### config.mk
export PLATFORM = sky130hd
export DESIGN_NAME = mux_recirc_sync_rx_flat
export DESIGN_NICKNAME = d
export VERILOG_FILES = /design/src/rtl/mux_recirc_sync_rx_if.sv /design/src/rtl/mux_recirc_sync_rx.sv /design/src/flat_wrapper.sv
export SDC_FILE = /design/constraint.sdc
export NUM_CORES = 1
export LEC_CHECK = 0
export ABC_AREA = 0
export ABC_CLOCK_PERIOD_IN_PS = 1700
export CORE_AREA = 2 2 57 59
export DETAILED_ROUTE_END_ITERATION = 6
export DIE_AREA = 0 0 59 61
export PLACE_DENSITY = 0.76
export SLEW_MARGIN = 10
export SYNTH_ARGS = -nofsm -noshare
export SYNTH_HDL_FRONTEND = slang
export SYNTH_SLANG_ARGS = --single-unit
### constraint.sdc
create_clock -name clk_dest -period 1.7 [get_ports clk_dest]
set_input_delay 0.17 -clock clk_dest [delete_from_list [all_inputs] [get_ports clk_dest]]
set_output_delay 0.17 -clock clk_dest [all_outputs]
set_load 0.02 [all_outputs]
### src/rtl/mux_recirc_sync_rx_if.sv
// rtl/mux_recirc_sync_rx_if.sv - source/sink bundle for the mux-recirculation synchroniser receiver
//
// Purpose: groups the source-side request/acknowledge/data signals and the
// destination-side valid/ready output stage of mux_recirc_sync_rx.
// Ports (signals):
//   src_data      source bus, held stable by the source until ack is seen
//   src_req       asynchronous request from the source domain
//   src_ack       registered acknowledge back to the source domain
//   out_data      captured word, held between captures
//   out_valid     out_data holds an unconsumed word
//   out_ready     downstream accepts out_data on out_valid && out_ready
//   stalled       a request is pending but the output stage is full
//   capture_count number of captures since reset, wrapping
// Modports: master = source/sink environment, slave = the receiver.

interface mux_recirc_sync_rx_if #(
    parameter int DATA_W = 8,
    parameter int CNT_W  = 16
);
    logic [DATA_W-1:0] src_data;
    logic              src_req;
    logic              src_ack;
    logic [DATA_W-1:0] out_data;
    logic              out_valid;
    logic              out_ready;
    logic              stalled;
    logic [CNT_W-1:0]  capture_count;

    modport master (
        output src_data, src_req, out_ready,
        input  src_ack, out_data, out_valid, stalled, capture_count
    );

    modport slave (
        input  src_data, src_req, out_ready,
        output src_ack, out_data, out_valid, stalled, capture_count
    );
endinterface

### src/rtl/mux_recirc_sync_rx.sv
// rtl/mux_recirc_sync_rx.sv - destination-side mux-recirculation synchroniser with valid/ready output
//
// Purpose: synchronises an asynchronous src_req into clk_dest, captures src_data
// through a load/hold mux into a one-entry output stage, and returns src_ack.
// Supports 2-phase (TOGGLE_MODE=1) or 4-phase (TOGGLE_MODE=0) handshakes.
// Ports:
//   clk_dest  destination clock, the only clock in the block
//   rst       synchronous active-high reset
//   bus       mux_recirc_sync_rx_if.slave (src_data/src_req/src_ack,
//             out_data/out_valid/out_ready, stalled, capture_count)

module mux_recirc_sync_rx #(
    parameter int DATA_W      = 8,
    parameter int SYNC_STAGES = 2,
    parameter int TOGGLE_MODE = 1,
    parameter int CNT_W       = 16
) (
    input  logic               clk_dest,
    input  logic               rst,
    mux_recirc_sync_rx_if.slave bus
);

    generate
        if (SYNC_STAGES < 2) begin : g_bad_sync_stages
            $error("mux_recirc_sync_rx: SYNC_STAGES must be at least 2");
        end
    endgenerate

    typedef enum logic {
        IDLE      = 1'b0,
        WAIT_DROP = 1'b1
    } state_t;

    state_t                 state;
    logic [SYNC_STAGES-1:0] sync;
    logic                   ack_q;
    logic [DATA_W-1:0]      data_q;
    logic                   valid_q;
    logic [CNT_W-1:0]       count_q;

    logic req_sync;
    logic new_req;
    logic can_load;
    logic capture;

    assign req_sync = sync[SYNC_STAGES-1];

    // In 2-phase mode a request is pending whenever the synchronised request
    // phase differs from the acknowledge phase; in 4-phase mode only a high
    // level seen while idle and not yet acknowledged counts.
    assign new_req = (TOGGLE_MODE != 0) ? (req_sync != ack_q)
                                        : (req_sync && !ack_q && (state == IDLE));

    // The output stage can take a word when empty or being drained this edge,
    // so a consume and a capture in the same cycle leave no bubble.
    assign can_load = !valid_q || bus.out_ready;
    assign capture  = new_req && can_load;

    always_ff @(posedge clk_dest) begin
        if (rst) begin
            sync    <= '0;
            ack_q   <= 1'b0;
            data_q  <= '0;
            valid_q <= 1'b0;
            count_q <= '0;
            state   <= IDLE;
        end else begin
            sync <= {sync[SYNC_STAGES-2:0], bus.src_req};

            // Recirculating mux: src_data is only sampled on a capture edge.
            if (capture) begin
                data_q  <= bus.src_data;
                valid_q <= 1'b1;
                count_q <= count_q + 1'b1;
            end else if (valid_q && bus.out_ready) begin
                valid_q <= 1'b0;
            end

            // Holding ack while stalled is what backpressures the source.
            if (TOGGLE_MODE != 0) begin
                state <= IDLE;
                if (capture) begin
                    ack_q <= ~ack_q;
                end
            end else begin
                case (state)
                    IDLE: begin
                        if (capture) begin
                            ack_q <= 1'b1;
                            state <= WAIT_DROP;
                        end
                    end
                    WAIT_DROP: begin
                        if (!req_sync) begin
                            ack_q <= 1'b0;
                            state <= IDLE;
                        end
                    end
                    default: state <= IDLE;
                endcase
            end
        end
    end

    assign bus.src_ack       = ack_q;
    assign bus.out_data      = data_q;
    assign bus.out_valid     = valid_q;
    assign bus.capture_count = count_q;
    assign bus.stalled       = new_req && !can_load;

endmodule
### src/flat_wrapper.sv
// flat-port wrapper written by rule: the top's interface ports become plain ports
module mux_recirc_sync_rx_flat 
#(
    parameter int DATA_W      = 8,
    parameter int SYNC_STAGES = 2,
    parameter int TOGGLE_MODE = 1,
    parameter int CNT_W       = 16
)
  (clk_dest, rst, bus_src_data, bus_src_req, bus_out_ready, bus_src_ack, bus_out_data, bus_out_valid, bus_stalled, bus_capture_count);
  mux_recirc_sync_rx_if #(.DATA_W(DATA_W), .CNT_W(CNT_W)) bus_i ();
  input  logic clk_dest;
  input  logic rst;
  input wire logic [$bits(bus_i.src_data)-1:0] bus_src_data;
  input wire logic [$bits(bus_i.src_req)-1:0] bus_src_req;
  input wire logic [$bits(bus_i.out_ready)-1:0] bus_out_ready;
  output wire logic [$bits(bus_i.src_ack)-1:0] bus_src_ack;
  output wire logic [$bits(bus_i.out_data)-1:0] bus_out_data;
  output wire logic [$bits(bus_i.out_valid)-1:0] bus_out_valid;
  output wire logic [$bits(bus_i.stalled)-1:0] bus_stalled;
  output wire logic [$bits(bus_i.capture_count)-1:0] bus_capture_count;
  assign bus_i.src_data = bus_src_data;
  assign bus_i.src_req = bus_src_req;
  assign bus_i.out_ready = bus_out_ready;
  assign bus_src_ack = bus_i.src_ack;
  assign bus_out_data = bus_i.out_data;
  assign bus_out_valid = bus_i.out_valid;
  assign bus_stalled = bus_i.stalled;
  assign bus_capture_count = bus_i.capture_count;
  mux_recirc_sync_rx #(.DATA_W(DATA_W), .SYNC_STAGES(SYNC_STAGES), .TOGGLE_MODE(TOGGLE_MODE), .CNT_W(CNT_W)) u_core (.clk_dest(clk_dest), .rst(rst), .bus(bus_i));
endmodule
==> results of run 1 <==
## worst min path at each step
stage,startpoint,to,slack (ns),depth (start not counted)
after floorplan,bus_src_req,u_core.sync[0],0.30,1
after global placement,u_core.sync[0],u_core.sync[1],0.43,1
after detailed placement,u_core.sync[0],u_core.sync[1],0.43,1
after CTS,bus_src_data[1],u_core.bus.out_data[1],0.35,3
after global routing,bus_src_data[1],u_core.bus.out_data[1],0.35,3
final,bus_src_data[1],u_core.bus.out_data[1],0.36,3
## layout make-up
type                    count  area (µm²)  area share [%]
multi-input cells          99       573.1           33.75
flip-flops and latches     28       570.5           33.60
repair buffers             51       473.0           27.86
well taps                  33       41.29           2.432
clock buffers               4       36.28           2.137
inverters                   1       3.754          0.2211
## what timing repair did
item,in CTS,in global routing
resized for setup,1,8
endpoints found under the setup margin,1,7
cloned,0,0
## per-stage QoR
stage / TNS (ns) / setup WS (ns) / cell area (µm²) / cells / util (%)
floorplan: -0.01109 / -0.01109 / 1155 / 134 / -
global placement: -0.5034 / -0.09199 / 1650 / 212 / 55.89
detailed placement: -0.5875 / -0.1202 / 1650 / 212 / 55.89
CTS: 0 / 0.02929 / 1685 / 216 / 57.08
global route: 0 / 0.003735 / 1698 / 216 / 57.50
finish: 0 / 0.07232 / 1698 / 216 / 57.50
## cell usage in the layout (no fill, tap or decap), drive strengths merged
| master | instances |
|---|---|
| inv | 1 |
| nand2 | 24 |
| nor2 | 10 |
| buf | 13 |
| and3 | 1 |
| or3 | 2 |
| ha | 1 |
| nor3b | 1 |
| dfxtp | 28 |
| clkbuf | 5 |
| xnor2 | 4 |
| nand4 | 4 |
| a21oi | 18 |
| nand2b | 1 |
| nor4 | 2 |
| mux2 | 1 |
| and4 | 1 |
| nor2b | 4 |
| or4 | 6 |
| xor2 | 5 |
| o21ai | 1 |
| and2 | 1 |
| nand3 | 6 |
| clkdlybuf4s50 | 37 |
| o31ai | 6 |
## flip-flops by register name, indices dropped and copies added (netlist names)
signal and count:
u_core.sync 2, u_core.bus.src_ack 1, u_core.bus.out_valid 1, u_core.bus.out_data 8
u_core.bus.capture_count 16
## power groups by stage
stage	clock network (mW)	registers, mW	logic (mW)
after floorplan	0	0.716	0.0439
after global placement	0	0.699	0.135
after detailed placement	0	0.699	0.137
after CTS	0.337	0.685	0.137
after global routing	0.354	0.686	0.150
final	0.328	0.683	0.137
## cell families after synthesis
family | Yosys count | synth area share, %
multiplexers | 1 | 0.9846
XOR/XNOR | 9 | 6.892
adder cells (fa/ha/maj) | 1 | 1.094
flip-flops | 28 | 49.02
AND/OR/NAND/NOR | 63 | 27.35
buffers and inverters | 7 | 2.406
AO/OA/AOI/OAI | 25 | 12.25
## per-layer routing
| layer | vias up | part of all wire (%) | GRT usage (%) |
|---|---|---|---|
| li1 | 566 | - | - |
| met1 | 518 | 45 | 20.03 |
| met2 | 37 | 45 | 28.10 |
| met3 | 4 | 9.0 | 7.463 |
| met4 | 0 | 0.78 | 3.896 |
| met5 | - | 0 | 0 |
## critical path, stage by stage (launching register included)
cell and delay (ns):
dfxtp_1 0.38, xnor2_2 0.15, or3_4 0.41, or4_1 0.48, a21oi_1 0.15
==> impl_metrics.env, run 1 <==
export IMPL_status="completed"
export IMPL_rr_endpoint="u_core.bus.capture_count[15]"
export IMPL_dpl_hpwl_um=2029
export IMPL_row_count=20
export IMPL_drive_above_1_share_pct=15.30
export IMPL_ys_ff_latch=28
export IMPL_post_cts_buffers=0
export IMPL_critPathMaxFanout=6
export IMPL_grt_pass1_vias=1079
export IMPL_initial_core_util_pct=38.73
export IMPL_synth_area_leader_cell="dfxtp_1"
export IMPL_p_seq_share_pct=59.5
export IMPL_endpoint="u_core.bus.capture_count[15]"
export IMPL_clk_pin_slew_ns=0.15
export IMPL_p_switching_mw=0.2736
export IMPL_ys_warn_count=0
export IMPL_switching_share_pct=23.82
export IMPL_hold_path_class="in -> reg"
export IMPL_cp_end_kind="flop"
export IMPL_worstReg2RegStart="u_core.sync[1]"
export IMPL_drt_wl_total_um=2678
export IMPL_slew_headroom_pct=77.45
export IMPL_area_growth_pct=48.47
export IMPL_hold_violations=0
export IMPL_root_buffer="clkbuf_4"
export IMPL_period_share_pct=95.75
export IMPL_ff2ff_path_depth=4
export IMPL_p_leak_nw=0.5857
export IMPL_io_buffers=38
export IMPL_wire_per_inst_um=12.40
export IMPL_synth_edff_count=0
export IMPL_fin_hold_ws_ns=0.3571
export IMPL_ios=39
export IMPL_finalCriticalPeriod_ns=1.628
export IMPL_rrSetupSlack_ns=0.07
export IMPL_overflow=0
export IMPL_syn_area_mm2=0.001144
export IMPL_worstSetupStartpoint="u_core.sync[1]"
export IMPL_drt_pass1_iterations=4
export IMPL_critPathLaunchType="flop"
export IMPL_power_internal_mw=0.8751
export IMPL_peakVddDrop_mv=0.5205
export IMPL_tightestPinTransition_ns=0.3351
export IMPL_rsz0062_at_grt="no"
export IMPL_cts_buffers=3
export IMPL_h_tree_depth=1
export IMPL_yosysMostFrequentCell="dfxtp_1"
export IMPL_worst_ep_required_time_ns=1.98
export IMPL_p_clk_share_pct=28.6
export IMPL_grt_usage_pct=16.82
export IMPL_die_h_um=61
export IMPL_clockBufferDepth=2
export IMPL_setup_viol=0
export IMPL_gp_congestion=0.7765
export IMPL_coreArea_mm2=0.002953
export IMPL_vias=1125
export IMPL_die_w_um=59
export IMPL_netlist_top_cells_count="28 x dfxtp_1, 24 x nand2_1, 18 x a21oi_1"
export IMPL_grt_start_max_net_pins=16
export IMPL_vias_per_cell=5.208
export IMPL_synthDistinctLibCells=25
export IMPL_skew_ns=0.003551
export IMPL_ys_seq_area_share_pct=49.02
export IMPL_cp_arrival_ns=1.91
export IMPL_synth_nets=147
export IMPL_drcViolationCount=0
export IMPL_slew_viol_final=0
export IMPL_grt_pass1_wl_um=4623
export IMPL_finalPower_mw=1.149
export IMPL_antenna_found_initial=0
export IMPL_ctsHoldBuffers=0
export IMPL_cts_sinks=28
export IMPL_n_antenna_cell=0
export IMPL_syn_inst=134
export IMPL_die_area_mm2=0.003599
export IMPL_nNetsFinal=197
export IMPL_syn_avg_cell_area_um2=8.534
export IMPL_fillers=291
export IMPL_antenna_left=0
export IMPL_synth_top_area_share_pct=49.02
export IMPL_synth_main_ff_cell="dfxtp_1"
export IMPL_synthTopCellsByArea="dfxtp_1 49%, a21oi_1 7.9%, nand2_1 7.9%"
export IMPL_path_class="reg -> reg"
export IMPL_async_flop_share_pct=0
export IMPL_cts_tree="built"
export IMPL_fmax_mhz=614.4
export IMPL_cap_viol_max_count=0
export IMPL_clk_latency_ns=0.33
export IMPL_drt_iter0_drc=28
export IMPL_power_density_mw_per_mm2=676.5
export IMPL_pwr_share_comb_pct=11.9
Note: power is estimated with default switching activity, not from simulation.
==> inputs of run 2 (changes only) <==
--- a/config.mk
+++ b/config.mk
@@ -7,9 +7,10 @@
 export LEC_CHECK = 0
 export ABC_AREA = 0
 export ABC_CLOCK_PERIOD_IN_PS = 1700
-export CORE_AREA = 2 2 57 59
+export CORE_AREA = 4 4 59 61
+export CTS_CLUSTER_SIZE = 8
 export DETAILED_ROUTE_END_ITERATION = 6
-export DIE_AREA = 0 0 59 61
+export DIE_AREA = 0 0 63 65
 export PLACE_DENSITY = 0.76
 export SLEW_MARGIN = 10
 export SYNTH_ARGS = -nofsm -noshare
==> impl_metrics.env, run 2 (synthesis results as in run 1) <==
export IMPL_status="completed"
export IMPL_vias=1119
export IMPL_die_h_um=65
export IMPL_gp_congestion=0.8384
export IMPL_p_seq_share_pct=63.0
export IMPL_postPlaceCellArea_mm2=0.001650
export IMPL_io_buffers=38
export IMPL_post_cts_resized=2
export IMPL_top_layer="met4"
export IMPL_worst_ep_required_time_ns=1.96
export IMPL_cp_depth=4
export IMPL_skew_ns=0.006881
export IMPL_crit_buf_inv=0
export IMPL_worstReg2RegStart="u_core.bus.src_ack"
export IMPL_rr_endpoint="u_core.bus.capture_count[15]"
export IMPL_critPathLaunchType="flop"
export IMPL_grt_pass1_wl_um=4519
export IMPL_crit_slowest_cell="or4_1"
export IMPL_drive_above_1_share_pct=14.84
export IMPL_critPathMaxFanout=6
export IMPL_row_count=20
export IMPL_power_density_mw_per_mm2=641.4
export IMPL_fmax_mhz=621.6
export IMPL_cap_viol_max_count=0
export IMPL_final_area_mm2=0.001694
export IMPL_peakVddDrop_mv=0.6093
export IMPL_hold_path_class="in -> reg"
export IMPL_antenna_found_initial=0
export IMPL_period_share_pct=94.63
export IMPL_initial_core_util_pct=38.40
export IMPL_drt_pass1_iterations=4
export IMPL_setup_viol=0
export IMPL_final_common_cell="clkdlybuf4s50_1"
export IMPL_hold_violations=0
export IMPL_clockBufferDepth=2
export IMPL_finalCriticalPeriod_ns=1.609
export IMPL_die_w_um=63
export IMPL_rsz0062_at_grt="no"
export IMPL_clk_latency_ns=0.32
export IMPL_dr_wl_met2_um=1326
export IMPL_slew_headroom_pct=74.76
export IMPL_largest_register_ffs=16
export IMPL_final_cell_mix="37 x clkdlybuf4s50_1, 24 x nand2_1, 23 x dfxtp_1"
export IMPL_grt_pass1_vias=1048
export IMPL_grt_usage_pct=13.59
export IMPL_wl_met3_um=258
export IMPL_p_switching_mw=0.2600
export IMPL_antenna_left=0
export IMPL_slew_viol_final=0
export IMPL_cts_buffers=3
export IMPL_p_clk_share_pct=24.5
export IMPL_vias_per_cell=5.205
export IMPL_path_cells="xnor2_2, or3_4, or4_1, a21oi_1"
export IMPL_drt_iter0_drc=59
export IMPL_cts_sinks=28
export IMPL_tightestPinTransition_ns=0.3775
export IMPL_grt_start_max_net_pins=21
export IMPL_wl_met1_um=1121
export IMPL_dpl_hpwl_um=2054
export IMPL_rrSetupSlack_ns=0.09
export IMPL_drcViolationCount=0
export IMPL_path_class="reg -> reg"
export IMPL_worst_slack_ns=0.09125
export IMPL_drt_wl_total_um=2714
export IMPL_cp_arrival_ns=1.87
export IMPL_wire_per_inst_um=12.62
export IMPL_cpPeakStageDelay_ns=0.48
export IMPL_die_area_mm2=0.004095
export IMPL_h_tree_depth=1
export IMPL_endpoint="u_core.bus.capture_count[15]"
export IMPL_clk_pin_slew_ns=0.14
export IMPL_post_cts_buffers=0
export IMPL_worstSetupStartpoint="u_core.bus.src_ack"
export IMPL_coreArea_mm2=0.002978
export IMPL_post_place_ws_ns=-0.1316
export IMPL_switching_share_pct=23.93
export IMPL_root_buffer="clkbuf_4"
export IMPL_cts_tree="built"
export IMPL_final_core_util_pct=56.89
export IMPL_n_antenna_cell=0
export IMPL_ios=39
export IMPL_pwr_share_comb_pct=12.5
export IMPL_power_internal_mw=0.8266
export IMPL_cp_end_kind="flop"
export IMPL_ctsHoldBuffers=0
export IMPL_p_leak_nw=0.5852
export IMPL_ff2ff_path_depth=4
export IMPL_nNetsFinal=197
export IMPL_critical_path_top_delay_family="simple AND/OR/NAND/NOR gates"
export IMPL_area_growth_pct=48.14
export IMPL_overflow=0
[run 2: cell types whose count changed in the layout (fill, tap and decap cells not counted)]
cell           delta
a21oi_1           -1
a21oi_2           +1
clkbuf_2          -1
clkbuf_8          -1
dfxtp_1           +1
dfxtp_2           -1
dlygate4sd2_1     +1
or4_1             -1
or4_4             +1
[run 2: how the worst min path moves through the flow]
stage | end | slack, ns | cells past startpoint | start
after global placement | u_core.sync[1] | 0.43 | 1 | u_core.sync[0]
after global routing | u_core.bus.out_data[7] | 0.37 | 3 | bus_src_data[7]
final | u_core.bus.out_data[0] | 0.39 | 3 | bus_src_data[0]
after floorplan | u_core.sync[0] | 0.30 | 1 | bus_src_req
after CTS | u_core.bus.out_data[0] | 0.38 | 3 | bus_src_data[0]
after detailed placement | u_core.sync[1] | 0.44 | 1 | u_core.sync[0]
[run 2: power groups by stage]
stage	clock network, mW	registers (mW)	logic, mW
3_5_place_dp	0	0.700	0.135
3_3_place_gp	0	0.699	0.134
4_1_cts	0.280	0.685	0.136
6_report	0.266	0.684	0.136
2_1_floorplan	0	0.716	0.0439
5_1_grt	0.305	0.687	0.147
[run 2: layout make-up]
class / instances / area, µm²
Multi-Input combinational cell: 99 / 580.6
Fill cell: 271 / 1284
Timing Repair Buffer: 51 / 476.7
Inverter: 1 / 3.754
Sequential cell: 28 / 569.3
Tap cell: 33 / 41.29
Clock buffer: 3 / 22.52
[run 2: metrics by stage]
step                      hold slack (ns)  power [mW]  instances  setup TNS [ns]
after floorplan                    0.2982      0.7596        134        -0.01109
after global placement             0.4293      0.8324        212         -0.2017
after detailed placement           0.4428      0.8351        212         -0.4570
after CTS                          0.3754       1.102        215               0
after global routing               0.3699       1.140        215               0
final                              0.3861       1.087        215               0
[run 2: worst min-delay path: stages]
cell and delay, ns:
clkdlybuf4s50_1 0.39, nand2_1 0.06, a21oi_1 0.05
[run 2: routing by layer]
metal	vias up	track usage (%)
met4	0	0.8264
met5	-	0
met3	2	6.586
li1	564	-
met2	42	23.98
met1	511	15.49
